--- config.mk ---
export PLATFORM = sky130hd
export DESIGN_NAME = tx_iq_sched_flat
export DESIGN_NICKNAME = d
export VERILOG_FILES = /design/src/rtl/tx_iq_sched_pkg.sv /design/src/rtl/tx_iq_sched_if.sv /design/src/rtl/tx_iq_gap_timer.sv /design/src/rtl/tx_iq_sched.sv /design/src/flat_wrapper.sv
export SDC_FILE = /design/constraint.sdc
export NUM_CORES = 1
export LEC_CHECK = 0
export CAP_MARGIN = 40
export CORE_MARGIN = 1.5
export CORE_UTILIZATION = 41
export CTS_BUF_LIST = sky130_fd_sc_hd__clkbuf_16
export CTS_CLUSTER_SIZE = 16
export DETAILED_ROUTE_END_ITERATION = 7
export PLACE_DENSITY = 0.81
export SLEW_MARGIN = 15
export SYNTH_ARGS = -nofsm -noshare
export SYNTH_HDL_FRONTEND = slang
export SYNTH_SLANG_ARGS = --single-unit
--- constraint.sdc ---
create_clock -name clk -period 2.9 [get_ports clk]
set_input_delay 0.435 -clock clk [delete_from_list [all_inputs] [get_ports clk]]
set_output_delay 0.435 -clock clk [all_outputs]
set_load 0.03 [all_outputs]
--- src/rtl/tx_iq_sched_pkg.sv ---
// Shared definitions for the TX I/Q FIFO scheduler: state encoding and a
// small helper that says which states open the read side of the FIFO.
package tx_iq_sched_pkg;

    localparam int STATE_W = 3;

    // Encoding is visible to software through sched_state, so values are fixed.
    typedef enum logic [STATE_W-1:0] {
        ST_IDLE       = 3'd0,
        ST_CORE_TX    = 3'd1,
        ST_CORE_DRAIN = 3'd2,
        ST_ARB_LOAD   = 3'd3,
        ST_ARB_PLAY   = 3'd4,
        ST_GAP        = 3'd5
    } sched_state_e;

    // Downstream may only pull samples while the scheduler is streaming or draining.
    function automatic logic state_plays(sched_state_e s);
        return (s == ST_CORE_TX) || (s == ST_CORE_DRAIN) || (s == ST_ARB_PLAY);
    endfunction

endpackage

--- src/rtl/tx_iq_sched_if.sv ---
// Write/status bundle between the scheduler (master) and the TX I/Q FIFO (slave).
interface tx_iq_sched_if #(
    parameter int IQ_DATA_WIDTH  = 16,
    parameter int FIFO_CNT_WIDTH = 10
);
    logic [2*IQ_DATA_WIDTH-1:0] fifo_din;
    logic                       fifo_wren;
    logic                       fifo_flush;
    logic [FIFO_CNT_WIDTH-1:0]  fifo_data_count;
    logic                       fifo_full;
    logic                       fifo_empty;

    modport master (
        output fifo_din, fifo_wren, fifo_flush,
        input  fifo_data_count, fifo_full, fifo_empty
    );

    modport slave (
        input  fifo_din, fifo_wren, fifo_flush,
        output fifo_data_count, fifo_full, fifo_empty
    );
endinterface

--- src/rtl/tx_iq_gap_timer.sv ---
// Inter-frame gap timer: loads a length, counts down, and flags the last gap cycle.
// A length of N yields max(N,1) gap cycles, so a zero length still gives one idle cycle.
module tx_iq_gap_timer #(
    parameter int GAP_WIDTH = 16
) (
    input  logic                 clk,
    input  logic                 rst,
    input  logic                 load,
    input  logic [GAP_WIDTH-1:0] load_val,
    input  logic                 dec,
    output logic                 expire
);
    logic [GAP_WIDTH-1:0] count_reg;

    // Load on gap entry, then count down and saturate at zero.
    always_ff @(posedge clk) begin
        if (rst) begin
            count_reg <= '0;
        end else if (load) begin
            count_reg <= load_val;
        end else if (dec && (count_reg != '0)) begin
            count_reg <= count_reg - GAP_WIDTH'(1);
        end
    end

    // The cycle that would decrement to zero is the final gap cycle.
    assign expire = (count_reg <= GAP_WIDTH'(1));

endmodule

--- src/rtl/tx_iq_sched.sv ---
// TX I/Q FIFO scheduler: arbitrates the FIFO write side between the tx core
// stream and ARM-loaded arbitrary I/Q, gates the read side, inserts the
// inter-frame gap, generates core back-pressure and flags dropped writes.
module tx_iq_sched
    import tx_iq_sched_pkg::*;
#(
    parameter int IQ_DATA_WIDTH  = 16,
    parameter int FIFO_CNT_WIDTH = 10,
    parameter int GAP_WIDTH      = 16
) (
    input  logic                       clk,
    input  logic                       rst,
    input  logic                       core_tx_req,
    output logic                       core_grant,
    input  logic [2*IQ_DATA_WIDTH-1:0] core_iq,
    input  logic                       core_iq_valid,
    input  logic                       core_iq_last,
    output logic                       core_hold,
    input  logic [FIFO_CNT_WIDTH-1:0]  tx_hold_threshold,
    input  logic                       arb_mode,
    input  logic [2*IQ_DATA_WIDTH-1:0] arb_iq_in,
    input  logic                       arb_iq_wren,
    input  logic                       arb_trigger,
    input  logic [GAP_WIDTH-1:0]       gap_len,
    tx_iq_sched_if.master              fifo,
    output logic                       play_en,
    output logic                       arb_done,
    output logic                       ovf_err,
    input  logic                       err_clr,
    output logic [STATE_W-1:0]         sched_state
);
    sched_state_e state_reg, state_next;

    logic                       trig_reg;
    logic                       trig_rise;
    logic                       gap_load;
    logic                       gap_expire;

    logic                       core_grant_reg;
    logic                       core_hold_reg;
    logic [2*IQ_DATA_WIDTH-1:0] din_reg, din_next;
    logic                       wren_reg, wren_next;
    logic                       flush_reg;
    logic                       arb_done_reg;
    logic                       ovf_reg;
    logic                       wr_req;
    logic                       ovf_set;

    assign trig_rise = arb_trigger & ~trig_reg;

    tx_iq_gap_timer #(.GAP_WIDTH(GAP_WIDTH)) u_gap_timer (
        .clk      (clk),
        .rst      (rst),
        .load     (gap_load),
        .load_val (gap_len),
        .dec      (state_reg == ST_GAP),
        .expire   (gap_expire)
    );

    // Next-state decode; also decides when the gap timer is (re)loaded.
    always_comb begin
        state_next = state_reg;
        gap_load   = 1'b0;
        case (state_reg)
            ST_IDLE: begin
                // ARM playback takes priority over a pending core request.
                if (arb_mode)
                    state_next = ST_ARB_LOAD;
                else if (core_tx_req && fifo.fifo_empty)
                    state_next = ST_CORE_TX;
            end
            ST_CORE_TX: begin
                if (core_iq_valid && core_iq_last)
                    state_next = ST_CORE_DRAIN;
            end
            ST_CORE_DRAIN: begin
                // The last sample's write is still in flight on the first drain
                // cycle, so empty is not trusted until that write has landed.
                if (fifo.fifo_empty && !wren_reg)
                    state_next = ST_GAP;
            end
            ST_ARB_LOAD: begin
                if (!arb_mode)
                    state_next = ST_IDLE;
                else if (trig_rise && !fifo.fifo_empty)
                    state_next = ST_ARB_PLAY;
            end
            ST_ARB_PLAY: begin
                // Leaving arbitrary mode mid-play is deferred until the buffer drains.
                if (fifo.fifo_empty)
                    state_next = ST_GAP;
            end
            ST_GAP: begin
                if (gap_expire)
                    state_next = ST_IDLE;
            end
            default: state_next = ST_IDLE;
        endcase
        gap_load = (state_next == ST_GAP) && (state_reg != ST_GAP);
    end

    // Write-source selection, full gating and drop detection.
    always_comb begin
        wr_req   = 1'b0;
        din_next = din_reg;
        case (state_reg)
            ST_CORE_TX: begin
                wr_req   = core_iq_valid;
                din_next = core_iq;
            end
            ST_ARB_LOAD: begin
                wr_req   = arb_iq_wren;
                din_next = arb_iq_in;
            end
            default: ;
        endcase
        wren_next = wr_req & ~fifo.fifo_full;
        // A write during playback can never be stored, so it counts as a drop.
        ovf_set   = (wr_req & fifo.fifo_full) |
                    ((state_reg == ST_ARB_PLAY) & arb_iq_wren);
    end

    // State, edge detector and all registered outputs.
    always_ff @(posedge clk) begin
        if (rst) begin
            state_reg      <= ST_IDLE;
            trig_reg       <= 1'b0;
            core_grant_reg <= 1'b0;
            core_hold_reg  <= 1'b1;
            din_reg        <= '0;
            wren_reg       <= 1'b0;
            flush_reg      <= 1'b0;
            arb_done_reg   <= 1'b0;
            ovf_reg        <= 1'b0;
        end else begin
            state_reg      <= state_next;
            trig_reg       <= arb_trigger;
            core_grant_reg <= (state_reg == ST_IDLE) && (state_next == ST_CORE_TX);
            core_hold_reg  <= (state_next != ST_CORE_TX) ||
                              (fifo.fifo_data_count > tx_hold_threshold);
            din_reg        <= din_next;
            wren_reg       <= wren_next;
            flush_reg      <= (state_reg == ST_ARB_LOAD) && !arb_mode;
            arb_done_reg   <= (state_reg == ST_ARB_PLAY) && (state_next == ST_GAP);
            ovf_reg        <= ovf_set | (ovf_reg & ~err_clr);
        end
    end

    assign core_grant      = core_grant_reg;
    assign core_hold       = core_hold_reg;
    assign fifo.fifo_din   = din_reg;
    assign fifo.fifo_wren  = wren_reg;
    assign fifo.fifo_flush = flush_reg;
    assign play_en         = state_plays(state_reg);
    assign arb_done        = arb_done_reg;
    assign ovf_err         = ovf_reg;
    assign sched_state     = state_reg;

endmodule

--- src/flat_wrapper.sv ---
// flat-port wrapper written by rule: the top's interface ports become plain ports
module tx_iq_sched_flat import tx_iq_sched_pkg::*;
#(
    parameter int IQ_DATA_WIDTH  = 16,
    parameter int FIFO_CNT_WIDTH = 10,
    parameter int GAP_WIDTH      = 16
)
  (clk, rst, core_tx_req, core_grant, core_iq, core_iq_valid, core_iq_last, core_hold, tx_hold_threshold, arb_mode, arb_iq_in, arb_iq_wren, arb_trigger, gap_len, play_en, arb_done, ovf_err, err_clr, sched_state, fifo_fifo_din, fifo_fifo_wren, fifo_fifo_flush, fifo_fifo_data_count, fifo_fifo_full, fifo_fifo_empty);
  tx_iq_sched_if #(.IQ_DATA_WIDTH(IQ_DATA_WIDTH), .FIFO_CNT_WIDTH(FIFO_CNT_WIDTH)) fifo_i ();
  input  logic clk;
  input  logic rst;
  input  logic core_tx_req;
  output logic core_grant;
  input  logic [2*IQ_DATA_WIDTH-1:0] core_iq;
  input  logic core_iq_valid;
  input  logic core_iq_last;
  output logic core_hold;
  input  logic [FIFO_CNT_WIDTH-1:0] tx_hold_threshold;
  input  logic arb_mode;
  input  logic [2*IQ_DATA_WIDTH-1:0] arb_iq_in;
  input  logic arb_iq_wren;
  input  logic arb_trigger;
  input  logic [GAP_WIDTH-1:0] gap_len;
  output logic play_en;
  output logic arb_done;
  output logic ovf_err;
  input  logic err_clr;
  output logic [STATE_W-1:0] sched_state;
  output wire logic [$bits(fifo_i.fifo_din)-1:0] fifo_fifo_din;
  output wire logic [$bits(fifo_i.fifo_wren)-1:0] fifo_fifo_wren;
  output wire logic [$bits(fifo_i.fifo_flush)-1:0] fifo_fifo_flush;
  input wire logic [$bits(fifo_i.fifo_data_count)-1:0] fifo_fifo_data_count;
  input wire logic [$bits(fifo_i.fifo_full)-1:0] fifo_fifo_full;
  input wire logic [$bits(fifo_i.fifo_empty)-1:0] fifo_fifo_empty;
  assign fifo_fifo_din = fifo_i.fifo_din;
  assign fifo_fifo_wren = fifo_i.fifo_wren;
  assign fifo_fifo_flush = fifo_i.fifo_flush;
  assign fifo_i.fifo_data_count = fifo_fifo_data_count;
  assign fifo_i.fifo_full = fifo_fifo_full;
  assign fifo_i.fifo_empty = fifo_fifo_empty;
  tx_iq_sched #(.IQ_DATA_WIDTH(IQ_DATA_WIDTH), .FIFO_CNT_WIDTH(FIFO_CNT_WIDTH), .GAP_WIDTH(GAP_WIDTH)) u_core (.clk(clk), .rst(rst), .core_tx_req(core_tx_req), .core_grant(core_grant), .core_iq(core_iq), .core_iq_valid(core_iq_valid), .core_iq_last(core_iq_last), .core_hold(core_hold), .tx_hold_threshold(tx_hold_threshold), .arb_mode(arb_mode), .arb_iq_in(arb_iq_in), .arb_iq_wren(arb_iq_wren), .arb_trigger(arb_trigger), .gap_len(gap_len), .fifo(fifo_i), .play_en(play_en), .arb_done(arb_done), .ovf_err(ovf_err), .err_clr(err_clr), .sched_state(sched_state));
endmodule
==> impl_metrics.csv, run 1 <==
group,metric,value,unit
power_and_ir_drop,seq_power_share,29.5,%
cts,insertion_delay,0.32,ns
detailed_routing,drt_drc_violations_left,0,
cts,cts_max_path_buffers,2,
cts,post_cts_buffers,0,
timing,clock_skew,0.00703,ns
logic_synthesis,synth-seq-cells,58,
critical_path,worst-setup-path-type,"reg2reg",
detailed_routing,route.antenna.remaining_nets,0,
cts,number_of_h_tree_levels,3,
timing,layout_worst_path_cycle_share,88.2,%
detailed_routing,routed_via_density,5.25,
global_routing,vias_in_the_first_global_route,3067,
place,portBuffers,152,
power_and_ir_drop,cellPowerDensity,714,nW/um^2
detailed_routing,detail_route.wirelength,8.93,mm
layout,commonest_non_fill_non_tap_cells_in_the_layout,"151 x clkdlybuf4s50_1, 57 x dfxtp_1, 54 x nor2_1, 44 x a211oi_1, 33 x mux2i_1",
logic_synthesis,syn_avg_cell_area,8.64,sq um
critical_path,timing.reg2reg.setup_slack,0.34,ns
cts,cts_tree,"built",
cts,cts.clk_slew.worst_paths,0.06,ns
logic_synthesis,synthesis.instances,363,
layout,n_antenna_cell,0,
timing,finalSetupViolations,0,
logic_synthesis,share_of_synthesized_area_occupied_by_flip_flops_and_latches,37.0,%
logic_synthesis,ys_warn_count,0,
logic_synthesis,yosys.area_share.simple,19.5,%
layout,final_layout_size_suffix_gt1_share,6.61,%
layout,mostFrequentLayoutCell,"clkdlybuf4s50_1",
cts,post_cts_hold_buffer_count,0,
floorplanning,rows,31,
floorplanning,dieHeight,90.5,microns
timing,rsz_0062_raised_after_global_routing,"no",
timing,worst_slew_margin_rel,46.5,%
layout,filler_cells,581,
cts,tritoncts_sinks,58,
cts,number_of_gates_resized_after_cts,0,
layout,multi_input_area,1830,sq um
logic_synthesis,summed_instance_area_of_the_synthesized_netlist,3140,sq um
global_routing,grt_usage,22.0,%
floorplanning,core_area,7330,sq um
critical_path,path_max_fanout,6,
power_and_ir_drop,power_switching_share,35.2,%
detailed_routing,first_iter_violations,99,
global_routing,antenna_found_initial,0,
logic_synthesis,ys_types,44,
logic_synthesis,post_synth_adder_cell_area,5.19,%
layout,area_growth,61.5,%
critical_path,cp-start-kind,"flop",
global_routing,globalRoute.totalOverflow,0,
logic_synthesis,combinational_family_with_the_most_area_after_synthesis,"compound AO/OA/AOI/OAI gates",
run,timing.max_cap.violations,0,
timing,totalNegativeSetupSlack,0,ns
layout,num-nets-final,633,
layout,largest_register_ff_count,32,
floorplanning,die_width,90.5,microns
power_and_ir_drop,p_comb_share,39.4,%
timing,report.final.slew_viol_count,0,
place,hpwl,6.87,mm
timing,finalHoldViolations,0,
cts,cts-buffers-inserted,9,
place,finalWeightedCongestion,0.844,
detailed_routing,drt-wirelength-per-cell,14.6,microns
logic_synthesis,compound_cell_area_share_of_the_yosys_netlist,20.2,%
logic_synthesis,post_syn_nets,487,
detailed_routing,detail_route.first_pass.iterations,4,
layout,layout.cell_area.non_filler,5060,sq um
outcome,run_status,"finished, final reports clean",
power_and_ir_drop,power.static_leakage,1.89,nW
power_and_ir_drop,max_vdd_drop,0.406,mV
critical_path,critical_path_arrival,2.81,ns
timing,timing.fmax,391,MHz
place,cell_count_post_placement,597,
cts,cts_root_buffer,"clkbuf_16",
layout,filler_free_cell_count_of_the_finished_design,613,
min_path,hold_path_class,"reg2reg",
critical_path,worstSetupEndpointType,"flop",
global_routing,grt_start_max_net_pins,65,
timing,period_needed,2.56,ns
floorplanning,num_io_pins,153,
global_routing,wire_length_of_the_first_global_routing_pass,14.6,mm
detailed_routing,num_vias,3221,
layout,sequential_cell_area,1160,sq um
power_and_ir_drop,total_switching_power,0.00127,W
floorplanning,floorplan_die_area,8180,sq um
timing,timing_worst_slew_pin_value,0.802,ns
floorplanning,initial_utilization,42.8,%
power_and_ir_drop,power_internal,0.00234,W
critical_path,critical_path_required,3.15,ns
logic_synthesis,synth_mux_area_share,10.5,%
power_and_ir_drop,power.share.clock,31.1,%
place,cell_area_after_placement,4750,sq um
logic_synthesis,synth_xor_area_share,2.79,%
worst max-delay path, stage by stage (launching register included):
cell and delay, ns:
dfxtp_1 0.36, or4_4 0.58, or4_1 0.43, or4_4 0.55, or4_1 0.41, a31oi_1 0.16
through the flow:
step | hold slack, ns | power, W | setup slack [ns] | util [%]
2_1_floorplan | 0.488 | 0.00193 | 0.0175 | -
6_report | 0.496 | 0.00362 | 0.341 | 69.1
5_1_grt | 0.514 | 0.00381 | 0.264 | 69.1
3_5_place_dp | 0.490 | 0.00250 | 0.365 | 64.7
4_1_cts | 0.497 | 0.00364 | 0.359 | 69.1
3_3_place_gp | 0.485 | 0.00247 | 0.390 | 64.7
power by group through the flow:
stage	Combinational [W]	Clock, W	Sequential (W)
floorplan	0.000651	0	0.00128
global placement	0.00140	0	0.00108
detailed placement	0.00142	0	0.00108
CTS	0.00143	0.00114	0.00107
global route	0.00154	0.00118	0.00109
finish	0.00142	0.00112	0.00107
worst paths after layout:
path | depth (start not counted) | endpoint | from
max | 5 | u_core.u_gap_timer.count_reg[14] | u_core.u_gap_timer.count_reg[4]
min | 2 | u_core.fifo.fifo_din[2] | u_core.fifo.fifo_din[2]
max reg2reg | 5 | u_core.u_gap_timer.count_reg[14] | u_core.u_gap_timer.count_reg[4]
min reg2reg | 2 | u_core.fifo.fifo_din[2] | u_core.fifo.fifo_din[2]
metal layers:
metal | up-vias | share of wire (%) | global-route usage, %
met3 | 11 | 7.5 | 6.73
met1 | 1457 | 42 | 26.5
met2 | 122 | 50 | 37.2
li1 | 1631 | - | -
met4 | 0 | 1.1 | 7.14
met5 | - | 0 | 0
area by class of cell:
class | instances | share of cell area, %
Multi-Input combinational cell | 266 | 36.2
Timing Repair Buffer | 159 | 31.0
Sequential cell | 58 | 22.9
Clock buffer | 9 | 4.45
Tap cell | 99 | 2.45
Clock inverter | 7 | 1.85
Inverter | 15 | 1.11
kinds of logic (layout without fill, tap and decap cells):
family                     count (synthesis)  count (layout)
xor gates and xnor gates                  10              10
adders and majority gates                 13              13
AOI/OAI and AO/OA                         90              90
muxes                                     33              33
DFF                                       58              58
buffers and inverters                     39             190
and+or+nand+nor                          120             120
synth_stat cells (all sizes together):
cell     instances  area share (%)
nor2b            6             1.2
a211o            1            0.28
xor2             6             1.7
and3             4            0.80
buf              7            0.88
nor2            54             6.5
nor4            10             2.2
xnor2            4             1.1
nand4b           2            0.56
nor3             5            0.80
o21ba            1            0.32
mux2i           33              11
nand4            2            0.40
or2              2            0.40
a222oi           1            0.32
nand2           12             1.4
nand3            6            0.96
or3b             2            0.56
a2bb2oi          1            0.28
ha              13             5.2
clkbuf          17             2.0
a21o             4            0.96
a31o             1            0.28
nand3b           2            0.48
o311ai           2            0.56
nand2b           3            0.60
a211oi          44              11
or4              7             1.9
a31oi            2            0.40
o22ai            1            0.20
o21a             1            0.24
inv             15             1.8
a21oi           10             1.6
a2111oi          1            0.28
nor3b            2            0.48
o211ai           4            0.96
a32oi            1            0.28
o2111ai          3            0.84
o21ai           12             1.9
dfxtp           58              37
and3b            1            0.28
(Power assumes the default switching activity.)
==> run 2, diff against run 1 <==
--- a/config.mk
+++ b/config.mk
@@ -7,11 +7,11 @@
 export LEC_CHECK = 0
 export CAP_MARGIN = 40
 export CORE_MARGIN = 1.5
-export CORE_UTILIZATION = 41
+export CORE_UTILIZATION = 30
 export CTS_BUF_LIST = sky130_fd_sc_hd__clkbuf_16
 export CTS_CLUSTER_SIZE = 16
 export DETAILED_ROUTE_END_ITERATION = 7
-export PLACE_DENSITY = 0.81
+export PLACE_DENSITY = 0.73
 export SLEW_MARGIN = 15
 export SYNTH_ARGS = -nofsm -noshare
 export SYNTH_HDL_FRONTEND = slang
==> constraint.sdc (replaced) <==
create_clock -name clk -period 2.3 [get_ports clk]
set_input_delay 0.345 -clock clk [delete_from_list [all_inputs] [get_ports clk]]
set_output_delay 0.345 -clock clk [all_outputs]
set_load 0.03 [all_outputs]
==> impl_metrics.csv, run 2 (same netlist as run 1, synthesis figures left out) <==
group,metric,value,unit
place,cell_count_post_placement,649,
global_routing,globalRoute.totalOverflow,0,
critical_path,worst-setup-path-type,"reg2reg",
floorplanning,num_io_pins,153,
timing,holdWs,0.411,ns
power_and_ir_drop,cellPowerDensity,868,nW/um^2
floorplanning,die_width,105,microns
cts,cts_root_buffer,"clkbuf_16",
cts,cts_max_path_buffers,2,
floorplanning,initial_utilization,30.6,%
critical_path,path_max_fanout,2,
detailed_routing,drt_drc_violations_left,0,
outcome,violations,"negative setup slack",
timing,clock_skew,0.00658,ns
critical_path,r2r_end,"u_core.u_gap_timer.count_reg[14]",
global_routing,grt_usage,17.4,%
detailed_routing,route.antenna.remaining_nets,0,
timing,layout_worst_path_cycle_share,102,%
layout,largest_register_ff_count,32,
place,portBuffers,152,
cts,cts.clk_slew.worst_paths,0.05,ns
power_and_ir_drop,max_vdd_drop,0.402,mV
cts,cts_tree,"built",
cts,cts-buffers-inserted,9,
cts,post_cts_hold_buffer_count,0,
timing,worst_slew_margin_rel,60.3,%
timing,timing_worst_slew_pin_value,0.595,ns
layout,num-nets-final,648,
floorplanning,floorplan_die_area,11100,sq um
outcome,run_status,"finished with violations",
layout,filler_free_cell_count_of_the_finished_design,665,
critical_path,timing.reg2reg.setup_slack,-0.06,ns
cts,number_of_h_tree_levels,3,
power_and_ir_drop,power.static_leakage,1.96,nW
layout,final_layout_size_suffix_gt1_share,10.0,%
detailed_routing,detail_route.first_pass.iterations,4,
timing,setup_ws,-0.0571,ns
detailed_routing,num_vias,3292,
place,hpwl,7.46,mm
detailed_routing,first_iter_violations,81,
timing,totalNegativeSetupSlack,-0.0571,ns
global_routing,wire_length_of_the_first_global_routing_pass,15.5,mm
place,pre_cts_ws,-0.114,ns
timing,timing.fmax,424,MHz
detailed_routing,detail_route.wirelength,9.55,mm
global_routing,antenna_found_initial,0,
critical_path,timing.critical_path.from,"u_core.u_gap_timer.count_reg[7]",
run,timing.max_cap.violations,0,
global_routing,grt_start_max_net_pins,65,
layout,area_growth,66.4,%
timing,rsz_0062_raised_after_global_routing,"yes",
layout,commonest_non_fill_non_tap_cells_in_the_layout,"150 x clkdlybuf4s50_1, 55 x dfxtp_1, 54 x nor2_1, 44 x a211oi_1, 33 x mux2i_1",
critical_path,worst_r2r_startpoint,"u_core.u_gap_timer.count_reg[7]",
floorplanning,core_area,10200,sq um
detailed_routing,drt-wirelength-per-cell,14.4,microns
critical_path,rr_worst_depth,5,
place,finalWeightedCongestion,0.903,
global_routing,vias_in_the_first_global_route,3312,
critical_path,critical_path_required,2.55,ns
floorplanning,rows,37,
cts,insertion_delay,0.32,ns
timing,period_needed,2.36,ns
timing,report.final.slew_viol_count,0,
timing,finalSetupViolations,1,
detailed_routing,routed_via_density,4.95,
layout,n_antenna_cell,0,
floorplanning,dieHeight,105,microns
critical_path,crit_end,"u_core.u_gap_timer.count_reg[14]",
layout,mostFrequentLayoutCell,"clkdlybuf4s50_1",
critical_path,critical_path_arrival,2.61,ns
min_path,hold_path_class,"in2reg",
timing,finalHoldViolations,0,
critical_path,worstSetupEndpointType,"flop",
cts,tritoncts_sinks,58,
critical_path,cp-start-kind,"flop",
run 2: cell types whose count changed in the layout (fill, tap and decap cells not counted), moves of 2 or more:
cell      before  now
clkinv_4       2    0
buf_4          7   22
o21ai_0       12   10
dfxtp_1       57   55
or4_1          5    3
or4_4          2    4
o21ai_1        0    2
dfxtp_2        1    3
run 2: metrics by stage:
stage | cell area, sq um | util, % | total power [W]
after floorplan | 3140 | - | 0.00243
after global placement | 4920 | 48.0 | 0.00321
after detailed placement | 4920 | 48.0 | 0.00324
after CTS | 5210 | 50.9 | 0.00455
after global routing | 5220 | 51.0 | 0.00478
final | 5220 | 51.0 | 0.00453
run 2: timing repair:
action	CTS	global route
buffers inserted	0	0
cloned	0	0
pin swaps	2	1
resized for setup	3	3
setup endpoints to repair	2	4
run 2: final cells by class:
| type | count | area [sq um] |
|---|---|---|
| Multi-Input combinational cell | 266 | 1850 |
| Clock buffer | 9 | 225 |
| Clock inverter | 7 | 61.3 |
| Fill cell | 931 | 5010 |
| Inverter | 15 | 56.3 |
| Timing Repair Buffer | 174 | 1690 |
| Tap cell | 136 | 170 |
| Sequential cell | 58 | 1160 |
run 2: worst min path at each step:
stage,cells past startpoint,startpoint,endpoint
floorplan,1,fifo_fifo_full,u_core.fifo.fifo_wren
global placement,2,u_core.fifo.fifo_din[12],u_core.fifo.fifo_din[12]
detailed placement,2,u_core.fifo.fifo_din[24],u_core.fifo.fifo_din[24]
CTS,4,rst,u_core.arb_done
global route,4,rst,u_core.arb_done
finish,4,rst,u_core.arb_done
run 2: power breakdown:
| part | internal, W | switching [W] | leakage (nW) |
|---|---|---|---|
| logic | 0.000895 | 0.00103 | 1.34 |
| clock network | 0.000823 | 0.000457 | 0.138 |
| registers | 0.00120 | 0.000121 | 0.477 |
| total | 0.00291 | 0.00161 | 1.96 |
run 2: layer usage:
layer | part of all wire, % | track usage (%) | vias up
li1 | - | - | 1658
met1 | 41 | 19.7 | 1509
met2 | 50 | 30.9 | 107
met3 | 7.0 | 5.07 | 18
met4 | 1.9 | 6.56 | 0
met5 | 0 | 0 | -
run 2: worst max-delay path, cell delays in order (launching register included):
cell and delay (ns):
dfxtp_2 0.32, or4_4 0.53, or4_4 0.43, or4_4 0.42, or4_4 0.42, a31oi_1 0.17
